===== src/rtl/link_sync_gen.sv =====
// Link transmit word generator: training burst of sync words, then payload/idle
// slots with one periodic sync word. Optional sync counter under LINK_SYNC_GEN_STATS_EN.
module link_sync_gen #(
  parameter int unsigned           DATA_W      = 8,
  parameter int unsigned           SYNC_PERIOD = 10000,
  parameter int unsigned           TRAIN_LEN   = 16,
  parameter logic [DATA_W-1:0]     SYNC_WORD   = 8'hBC,
  parameter logic [DATA_W-1:0]     IDLE_WORD   = 8'h1C
) (
  input  logic              clk_i,
  input  logic              reset_ni,
  input  logic [DATA_W-1:0] data_i,
  input  logic              data_valid_i,
  output logic              data_ready_o,
  input  logic              resync_i,
  output logic [DATA_W-1:0] tx_data_o,
  output logic              tx_k_o,
  output logic              train_o
`ifdef LINK_SYNC_GEN_STATS_EN
  ,
  output logic [15:0]       sync_count_o
`endif
);

  localparam int unsigned TW = (TRAIN_LEN > 1) ? $clog2(TRAIN_LEN) : 1;

  typedef enum logic [1:0] {
    ST_TRAIN = 2'd0,
    ST_RUN   = 2'd1,
    ST_SYNC  = 2'd2
  } state_t;

  state_t            state, state_n;
  logic [TW-1:0]     train_cnt, train_cnt_n;
  logic [31:0]       period_cnt, period_cnt_n;
  logic [DATA_W-1:0] tx_data_n;
  logic              tx_k_n;
  logic              transfer;

  // Handshake: a word moves only when data_valid_i and data_ready_o are both
  // high in the same cycle; ready is also dropped while reset is asserted so
  // nothing is consumed in a reset cycle.
  assign data_ready_o = (state == ST_RUN) && !resync_i && reset_ni;
  assign transfer     = data_valid_i && data_ready_o;
  assign train_o      = (state == ST_TRAIN);

  always_ff @(posedge clk_i) begin
    if (!reset_ni) begin
      state      <= ST_TRAIN;
      train_cnt  <= '0;
      period_cnt <= '0;
      tx_data_o  <= SYNC_WORD;
      tx_k_o     <= 1'b1;
    end else begin
      state      <= state_n;
      train_cnt  <= train_cnt_n;
      period_cnt <= period_cnt_n;
      tx_data_o  <= tx_data_n;
      tx_k_o     <= tx_k_n;
    end
  end

  always_comb begin
    state_n      = state;
    train_cnt_n  = train_cnt;
    period_cnt_n = period_cnt;
    if (resync_i) begin
      state_n      = ST_TRAIN;
      train_cnt_n  = '0;
      period_cnt_n = '0;
    end else begin
      case (state)
        ST_TRAIN: begin
          period_cnt_n = '0;
          if (train_cnt == TW'(TRAIN_LEN - 1)) begin
            state_n     = ST_RUN;
            train_cnt_n = '0;
          end else begin
            train_cnt_n = train_cnt + 1'b1;
          end
        end
        ST_RUN: begin
          // RUN lasts SYNC_PERIOD-1 cycles so the full period never drifts.
          period_cnt_n = period_cnt + 32'd1;
          if (period_cnt == 32'(SYNC_PERIOD - 2)) state_n = ST_SYNC;
        end
        ST_SYNC: begin
          period_cnt_n = '0;
          state_n      = ST_RUN;
        end
        default: begin
          state_n      = ST_TRAIN;
          train_cnt_n  = '0;
          period_cnt_n = '0;
        end
      endcase
    end
  end

  always_comb begin
    tx_data_n = IDLE_WORD;
    tx_k_n    = 1'b1;
    if (state == ST_TRAIN || state == ST_SYNC) begin
      tx_data_n = SYNC_WORD;
      tx_k_n    = 1'b1;
    end else if (transfer) begin
      tx_data_n = data_i;
      tx_k_n    = 1'b0;
    end
  end

`ifdef LINK_SYNC_GEN_STATS_EN
  // Counts periodic sync slots only; training words are not included.
  always_ff @(posedge clk_i) begin
    if (!reset_ni) begin
      sync_count_o <= '0;
    end else if (state == ST_SYNC) begin
      sync_count_o <= sync_count_o + 16'd1;
    end
  end
`endif

endmodule


===== config.mk =====
export PLATFORM = sky130hd
export DESIGN_NAME = link_sync_gen
export DESIGN_NICKNAME = d
export VERILOG_FILES = /design/src/rtl/link_sync_gen.sv
export SDC_FILE = /design/constraint.sdc
export NUM_CORES = 1
export LEC_CHECK = 0
export ABC_AREA = 0
export CELL_PAD_IN_SITES_DETAIL_PLACEMENT = 0
export CELL_PAD_IN_SITES_GLOBAL_PLACEMENT = 1
export CORE_MARGIN = 4
export CORE_UTILIZATION = 43
export DETAILED_ROUTE_END_ITERATION = 7
export PLACE_DENSITY_LB_ADDON = 0.1
export SYNTH_ARGS = -nofsm -noshare
export SYNTH_HDL_FRONTEND = slang
export SYNTH_SLANG_ARGS = --single-unit

===== constraint.sdc =====
create_clock -name clk_i -period 2.4 [get_ports clk_i]
set_clock_uncertainty 0.15 [all_clocks]
set_input_delay 0.24 -clock clk_i [delete_from_list [all_inputs] [get_ports clk_i]]
set_output_delay 0.24 -clock clk_i [all_outputs]
set_load 0.1 [all_outputs]

==> flow_summary.json, run 1 <==
{
  "grtUsageTotal_pct": 16.32,
  "cts_tree": "done",
  "post-cts-setup-buffers": 0,
  "postLayoutCoreUtil_pct": 51.62,
  "wl_per_cell_um": 14.00,
  "finalCriticalPeriod_ps": 2158,
  "cp_data_arrival_time_ps": 1770,
  "drt_iter0_markers": 98,
  "synthArstFlopShare_pct": 0,
  "tns_ps": 0,
  "rsz0062_at_grt": "no",
  "hold_buffers": 0,
  "end_kind": "output port",
  "cts_resized": 0,
  "clockBufferDepth": 2,
  "synth_top_flop_cell": "dfxtp_1",
  "routabilityCongestion": 0.7490,
  "grt_max_degree": 29,
  "antenna_found_initial": 0,
  "die_area_um2": 6624,
  "via_per_inst": 5.451,
  "fin_area_um2": 2670,
  "insertion_delay_ps": 300,
  "ys_types": 43,
  "multi_input_area_um2": 1254,
  "p_per_area_nw_per_um2": 501.0,
  "seq_area_um2": 940.9,
  "p_sw_w": 0.0002751,
  "p_leak_nw": 0.9095,
  "fin_worst_hold_slack_ps": 330.2,
  "setup_viol": 0,
  "crit_buf_inv": 3,
  "cts-root-buf": "clkbuf_8",
  "synth_edf_count": 0,
  "fp.dieH_um": 81.39,
  "crit_cells": 5,
  "finalPower_w": 0.001338,
  "slew_headroom_pct": 71.25,
  "grt_remaining_overflow": 0,
  "drc": 0,
  "yosysSeqAreaShare_pct": 40.63,
  "htreeDepth": 2,
  "post-route-period-util_pct": 89.91,
  "start_kind": "flop",
  "vias": 1908,
  "cp.required_ps": 2010,
  "syn_inst": 255,
  "layout-drive-gt1-share_pct": 13.21,
  "p_sw_share_pct": 20.56,
  "final_common_cell": "dfxtp_1",
  "syn_to_final_growth_pct": 15.29,
  "worst_pin_slew_ps": 427.3,
  "pwr-share-seq_pct": 58.5,
  "numClockSinks": 47,
  "syn_avg_cell_area_um2": 9.082,
  "crit_chain": "ha_1 -> inv_1 -> or2_2 -> inv_1 -> buf_12",
  "cpLargestDelayFamily": "buffers and inverters",
  "first_pass_iters": 4,
  "ys_seq_elements": 47,
  "slowest_stage": "dfxtp_1",
  "fp.dieW_um": 81.39,
  "rows": 26,
  "hold_viol_final": 0,
  "fin_nets": 299,
  "initial_core_util_pct": 44.78,
  "antennaDiodeCount": 0,
  "p_clk_share_pct": 39.5,
  "dpl_cell_area_um2": 2566,
  "numPortBuffers": 22,
  "drt-total-wl_mm": 4.900,
  "syn-num-nets": 275,
  "grt_pass1_vias": 1767,
  "ys_warn_count": 0,
  "tritoncts.num_buffers": 5,
  "critPathMaxStageDelay_ps": 440,
  "dp_hpwl_mm": 3.421,
  "crit_top_cell": "inv_1",
  "worstHoldPathCells": 2,
  "fillers": 497,
  "worstRegToRegCells": 5,
  "power.share.combinational_pct": 2.0,
  "criticalPathCategory": "flop to output port",
  "io_pins": 23,
  "drv_cap": 0,
  "clkTransAtPathRegs_ps": 90,
  "final_cell_mix": "dfxtp_1, nor2_1, nand3_1",
  "max_freq_ghz": 0.4634,
  "ir_drop_mv": 0.2827,
  "status": "finished, final reports clean",
  "grt_pass1_wl_mm": 8.424,
  "cp_max_fo": 7,
  "hold_path_class": "primary input to flop",
  "netlist_area_um2": 2316,
  "ant_nets": 0,
  "core_um2": 5172,
  "final_max_slew_viol_count": 0,
  "power.internal_w": 0.001063
}
[power groups by stage]
stage               Combinational, W  Sequential [W]  Clock (W)
floorplan                 0.00000646        0.000800          0
global placement           0.0000271        0.000800          0
detailed placement         0.0000273        0.000800          0
CTS                        0.0000275        0.000782   0.000548
global route               0.0000294        0.000783   0.000581
finish                     0.0000274        0.000782   0.000528
[sequential cells by signal, indices dropped and copies added (netlist names)]
name,flops
state,2
tx_k_o,1
train_cnt,4
period_cnt,32
tx_data_o,8
[layout make-up]
type                    instances  share of cell area (%)
well taps                      70                   3.280
multi-input cells             189                   46.95
clock inverters                 1                  0.2812
flip-flops and latches         47                   35.24
clock buffers                   7                   3.608
inverters                       7                  0.9841
repair buffers                 29                   9.653
[cell families after synthesis]
kind of cell | share of synthesized area (%)
AO/OA/AOI/OAI | 9.401
XOR/XNOR | 5.294
adder cells (fa/ha/maj) | 4.322
buffers and inverters | 5.240
flip-flops | 40.63
multiplexers | 2.215
AND/OR/NAND/NOR | 32.90
[synth_stat cells, types with 3 or more instances]
master / instances / area, µm²
nor3_1: 4 / 20.02
and3_1: 6 / 37.54
nand2b_1: 4 / 25.02
clkbuf_1: 3 / 11.26
ha_1: 8 / 100.1
or4_1: 7 / 52.55
xnor2_1: 4 / 35.03
and2_1: 4 / 25.02
nand2_1: 13 / 48.80
o31ai_1: 7 / 52.55
or3_1: 7 / 43.79
a21oi_1: 14 / 70.07
nor4_1: 9 / 56.30
and4_1: 6 / 52.55
inv_1: 7 / 26.28
xor2_1: 10 / 87.58
nand4_1: 14 / 87.58
mux2i_1: 4 / 40.04
buf_4: 3 / 22.52
nor2_1: 22 / 82.58
dfxtp_1: 47 / 940.9
buf_6: 5 / 56.30
o21ai_0: 4 / 20.02
nand3_1: 18 / 90.09
[stage by stage]
step / cells / worst slack, ps
3_5_place_dp: 342 / 381.3
2_1_floorplan: 255 / 167.5
5_1_grt: 350 / 97.63
4_1_cts: 350 / 220.4
3_3_place_gp: 342 / 383.0
6_report: 350 / 242.2
[final timing paths]
check / end / slack [ps] / startpoint
worst max-delay path: data_ready_o / 240 / state[0]
worst min-delay path: tx_data_o[5] / 330 / reset_ni
worst max register to register: period_cnt[22] / 370 / period_cnt[0]
worst min register to register: period_cnt[31] / 340 / period_cnt[31]
[per-layer routing]
| metal | vias to the layer above | wire, µm | track usage (%) |
|---|---|---|---|
| met5 | - | 0 | 0 |
| met4 | 0 | 74 | 5.912 |
| met3 | 8 | 204 | 2.993 |
| met2 | 36 | 2194 | 25.16 |
| met1 | 879 | 2426 | 22.61 |
| li1 | 985 | - | - |
Power figures use the tool's default switching activity.
==> run 2: changes to the inputs <==
Settings changed: ABC_AREA 0 to 1, CORE_UTILIZATION 43 to 40.
==> run 2 against run 1 <==
Compared with the run above: hold slack got worse by 42 ps; worst setup slack improved by 310 ps; non-clock buffer count fell by 4; flip-flop and latch count did not move; via count rose by 14%; fmax rose by 17%; design area rose by 5.5%; clock-buffer cell count fell by 2; clock power fell by 3%; critical path type unchanged; critical endpoint unchanged; highest routed layer unchanged.
==> flow_summary.json, run 2 <==
{
  "status": "finished, final reports clean",
  "netlist_area_um2": 2426,
  "cts_tree": "done",
  "start_kind": "flop",
  "synth_top_area_share_pct": 38.78,
  "drt_iter0_markers": 66,
  "rows": 28,
  "ys_types": 25,
  "grt_max_degree": 22,
  "top_regs": "period_cnt (32), tx_data_o (8), train_cnt (4)",
  "end_kind": "output port",
  "cp.required_ps": 2010,
  "post-cts-setup-buffers": 0,
  "cts-root-buf": "clkbuf_8",
  "grt_pass1_wl_mm": 9.625,
  "numClockSinks": 47,
  "cp_data_arrival_time_ps": 1460,
  "ir_drop_mv": 0.3071,
  "final_max_slew_viol_count": 0,
  "ys_seq_elements": 47,
  "p_leak_nw": 1.057,
  "yosysMostFrequentCell": "nand2_1",
  "critPathMaxStageDelay_ps": 390,
  "post-route-period-util_pct": 77.16,
  "crit_chain": "inv_1 -> ha_1 -> nand2_2 -> inv_1 -> buf_4 -> buf_12",
  "clockBufferDepth": 2,
  "finalPower_w": 0.001323,
  "yosys.area.top_type": "dfxtp_1",
  "synth_edf_count": 0,
  "worst_pin_slew_ps": 519.1,
  "antennaDiodeCount": 0,
  "slew_headroom_pct": 65.03,
  "syn_avg_cell_area_um2": 6.720,
  "syn-num-nets": 381,
  "synthArstFlopShare_pct": 0,
  "syn_to_final_growth_pct": 16.14,
  "antenna_found_initial": 0,
  "rsz0062_at_grt": "no",
  "p_per_area_nw_per_um2": 469.5,
  "grt_remaining_overflow": 0,
  "syn_inst": 361,
  "cp_max_fo": 5,
  "initial_core_util_pct": 40.98,
  "yosysSeqAreaShare_pct": 38.78,
  "core_um2": 5921,
  "place_ws_ps": 464.5,
  "fillers": 637,
  "drv_cap": 0,
  "slowest_stage": "dfxtp_1",
  "postLayoutCoreUtil_pct": 47.59,
  "ant_nets": 0,
  "fp.dieW_um": 85.88,
  "vias": 2178,
  "drt-total-wl_mm": 5.695,
  "synthTopCellsByCount": "nand2_1, inv_1, nor2_1, dfxtp_1, a21oi_1",
  "die_area_um2": 7375,
  "clkTransAtPathRegs_ps": 90,
  "crit_top_cell": "inv_1",
  "insertion_delay_ps": 310,
  "hold_path_class": "primary input to flop",
  "grt_pass1_vias": 2077,
  "largest_reg_flops": 32,
  "max_freq_ghz": 0.5400,
  "dp_hpwl_mm": 4.483,
  "finalCriticalPeriod_ps": 1852,
  "routabilityCongestion": 0.8572,
  "tns_ps": 0,
  "htreeDepth": 2,
  "layout-drive-gt1-share_pct": 10.49,
  "synth_top_flop_cell": "dfxtp_1",
  "hold_viol_final": 0,
  "cts_resized": 0,
  "wl_per_cell_um": 12.22,
  "finalWorstSetupSlack_ps": 548.1,
  "tritoncts.num_buffers": 5,
  "final_cell_mix": "nand2_1, inv_1, nor2_1",
  "numPortBuffers": 22,
  "drc": 0,
  "first_pass_iters": 4,
  "via_per_inst": 4.674,
  "criticalPathCategory": "flop to output port",
  "ys_warn_count": 0,
  "grtUsageTotal_pct": 16.63,
  "io_pins": 23,
  "setup_viol": 0,
  "regMostFlops": "period_cnt",
  "fp.dieH_um": 85.88,
  "synthTopCellsByArea": "dfxtp_1, nand2_1, inv_1",
  "final_common_cell": "nand2_1",
  "fin_nets": 410,
  "hold_buffers": 0
}
[run 2: cell types whose count changed after synthesis, sizes merged, moves of 6 or more]
cell   delta
a21oi    +15
and3      -6
and4      -7
buf       -9
inv      +48
nand2    +78
nand4    -10
nor2     +40
nor4      -7
o21ai    +11
o31ai     -7
or3       -7
or4       -7
xor2      -8
[run 2: critical path: cells and delay by family, from the launching register on]
kind,cells,cell delay (ps)
buffers and inverters,4,470
DFF,1,390
adders and majority gates,1,210
and+or+nand+nor,1,80
[run 2: cell families after synthesis]
family                   Yosys count  synth area share, %
XOR/XNOR                           3                1.083
buffers and inverters             58                9.386
AO/OA/AOI/OAI                     49                10.62
flip-flops                        47                38.78
adder cells (fa/ha/maj)            8                4.126
AND/OR/NAND/NOR                  196                36.00
[run 2: worst paths after layout]
path,cells past startpoint,endpoint,start,slack [ps]
setup / recovery,6,data_ready_o,state[1],550
setup reg to reg,8,period_cnt[22],period_cnt[0],620
hold reg to reg,2,period_cnt[31],period_cnt[31],320
hold / removal,3,tx_data_o[1],data_i[1],290
[run 2: area by class of cell]
type	count	area (µm²)	area share, %
clock buffers	5	68.82	2.442
clock inverters	3	22.52	0.7993
inverters	55	206.4	7.327
multi-input cells	256	1257	44.63
flip-flops and latches	47	940.9	33.39
well taps	75	93.84	3.330
repair buffers	25	227.7	8.082
[run 2: layer usage]
layer / global-route usage [%] / share of wire [%]
met5: 0 / 0
met3: 4.419 / 4.0
met2: 28.03 / 47
met1: 20.28 / 48
met4: 6.043 / 0.95
[run 2: power breakdown]
part	total, W	switching, W	internal [W]
sequential	0.000782	0.00000121	0.000781
clock	0.000513	0.000302	0.000211
combinational	0.0000277	0.00000843	0.0000193
[run 2: metrics by stage]
step	cell area, µm²	std cells	hold slack [ps]
2_1_floorplan	2426	361	168.5
5_1_grt	2818	466	278.2
4_1_cts	2818	466	278.5
3_5_place_dp	2726	458	301.5
3_3_place_gp	2726	458	292.2
6_report	2818	466	288.3
==> run 3: changes to the inputs <==
Settings changed: CORE_UTILIZATION 40 to 36.
Clock period 2.4 ns to 1.5 ns, I/O delays scaled along.
==> run 3 against run 2 <==
Compared with the run above: the flow now finishes with violations (negative setup slack); combinational power grew 85%; die area grew 10%; core utilization grew 13 points; clock power grew 120%; register-to-register slack lost 730 ps; power grew 83%; flip-flop and latch count is the same; cell count grew 14%; routed wire length grew 14%.
==> flow_summary.json, run 3 (synthesis results as in run 2) <==
{
  "status": "finished with violations",
  "failed_checks": "negative setup slack",
  "wl_per_cell_um": 12.20,
  "finalWorstSetupSlack_ps": -106.8,
  "hold_path_class": "primary input to flop",
  "grtUsageTotal_pct": 16.34,
  "numClockSinks": 47,
  "insertion_delay_ps": 300,
  "fp.dieH_um": 90.09,
  "regMostFlops": "period_cnt",
  "crit_chain": "ha_4 -> nand3_4 -> nor3_4 -> nand2_2 -> nor2_4 -> nand2_2 -> nand2_1 -> nand2_1 -> nor2_1",
  "place_ws_ps": -241.0,
  "clkTransAtPathRegs_ps": 90,
  "whs_endpoint": "tx_data_o[1]",
  "max_freq_ghz": 0.6223,
  "worstHoldPathCells": 3,
  "hold_viol_final": 0,
  "fp.dieW_um": 90.09,
  "final_cell_mix": "nand2_1, buf_4, inv_1",
  "rsz0062_at_grt": "yes",
  "drc": 0,
  "finalPower_w": 0.002418,
  "io_pins": 23,
  "grt_max_degree": 22,
  "setup_viol": 15,
  "tritoncts.num_buffers": 5,
  "via_per_inst": 4.692,
  "core_um2": 6459,
  "drt-total-wl_mm": 6.490,
  "htreeDepth": 2,
  "p_leak_nw": 1.584,
  "final_max_slew_viol_count": 0,
  "antenna_found_initial": 0,
  "worst_pin_slew_ps": 290.8,
  "die_area_um2": 8116,
  "fin_nets": 474,
  "finalCriticalPeriod_ps": 1607,
  "dpl_cell_area_um2": 3268,
  "fillers": 601,
  "numPortBuffers": 22,
  "cp.required_ps": 1600,
  "cp_data_arrival_time_ps": 1710,
  "end_kind": "flop",
  "post-route-period-util_pct": 107.1,
  "slew_headroom_pct": 80.61,
  "cts-root-buf": "clkbuf_8",
  "fin_area_um2": 3925,
  "grt_pass1_wl_mm": 10.85,
  "syn_to_final_growth_pct": 61.78,
  "cp_max_fo": 5,
  "p_per_area_nw_per_um2": 616.1,
  "dp_hpwl_mm": 4.825,
  "cts_tree": "done",
  "start_kind": "flop",
  "critPathMaxStageDelay_ps": 370,
  "r2r_slack_ps": -110,
  "largest_reg_flops": 32,
  "ir_drop_mv": 0.4916,
  "final_common_cell": "nand2_1",
  "top_regs": "period_cnt (32), tx_data_o (8), train_cnt (4)",
  "vias": 2496,
  "reg2reg_from": "period_cnt[1]",
  "first_pass_iters": 4,
  "antennaDiodeCount": 0,
  "layout-drive-gt1-share_pct": 44.40,
  "slowest_stage": "dfxtp_4",
  "clockBufferDepth": 2,
  "r2r-end": "period_cnt[22]",
  "grt_pass1_vias": 2365,
  "ant_nets": 0,
  "drv_cap": 0,
  "grt_remaining_overflow": 0,
  "routabilityCongestion": 0.8207,
  "initial_core_util_pct": 37.56,
  "criticalPathCategory": "flop to flop",
  "hold_path.startpoint": "data_i[1]",
  "worstRegToRegCells": 9,
  "drt_iter0_markers": 75,
  "rows": 29
}
[run 3: worst max path at each step]
stage | from | end | slack (ps) | cells past startpoint
global route | period_cnt[1] | period_cnt[28] | -190 | 8
floorplan | state[0] | tx_data_o[2] | -40 | 7
detailed placement | reset_ni | tx_data_o[3] | -240 | 9
CTS | state[1] | train_o | -70 | 5
finish | period_cnt[1] | period_cnt[22] | -110 | 9
global placement | reset_ni | tx_data_o[2] | -200 | 9
[run 3: report_power, final]
part / total, W / internal (W) / switching (W) / leakage (nW)
Combinational: 0.0000513 / 0.0000346 / 0.0000167 / 1.13
Sequential: 0.00124 / 0.00124 / 0.00000244 / 0.392
Clock: 0.00112 / 0.000665 / 0.000458 / 0.0644
[run 3: critical path, delay by kind of cell (launching register included)]
family,cells,cell delay (ps)
and+or+nand+nor,8,880
DFF,1,370
adders and majority gates,1,150
[run 3: what timing repair did]
| item | 4_1_cts | 5_1_grt |
|---|---|---|
| gates resized for setup | 54 | 87 |
| hold buffers | 0 | 0 |
| setup buffers | 8 | 8 |
| pin swaps | 19 | 31 |
| endpoints found under the setup margin | 31 | 38 |
[run 3: cell type report]
cell class | instances | area (µm²) | area share, %
flip-flops and latches | 47 | 979.7 | 24.96
well taps | 77 | 96.34 | 2.455
clock inverters | 3 | 67.56 | 1.721
clock buffers | 5 | 68.82 | 1.753
repair buffers | 89 | 878.3 | 22.38
multi-input cells | 256 | 1613 | 41.09
inverters | 55 | 221.5 | 5.642
[run 3: stage by stage]
step	utilization (%)	setup TNS, ps	std cells	hold slack (ps)
after floorplan	-	-133.1	361	78.51
after global placement	50.60	-2391	509	298.3
after detailed placement	50.60	-3418	509	306.8
after CTS	56.14	-614.8	524	197.2
after global routing	60.77	-2923	532	204.2
final	60.77	-811.3	532	207.4
[run 3: per-layer routing]
layer  part of all wire, %  track usage, %  vias to the layer above
li1                      -               -                     1322
met1                    45           19.89                     1135
met2                    50           28.25                       31
met3                   4.0           4.174                        8
met4                   1.5           4.974                        0
met5                     0               0                        -
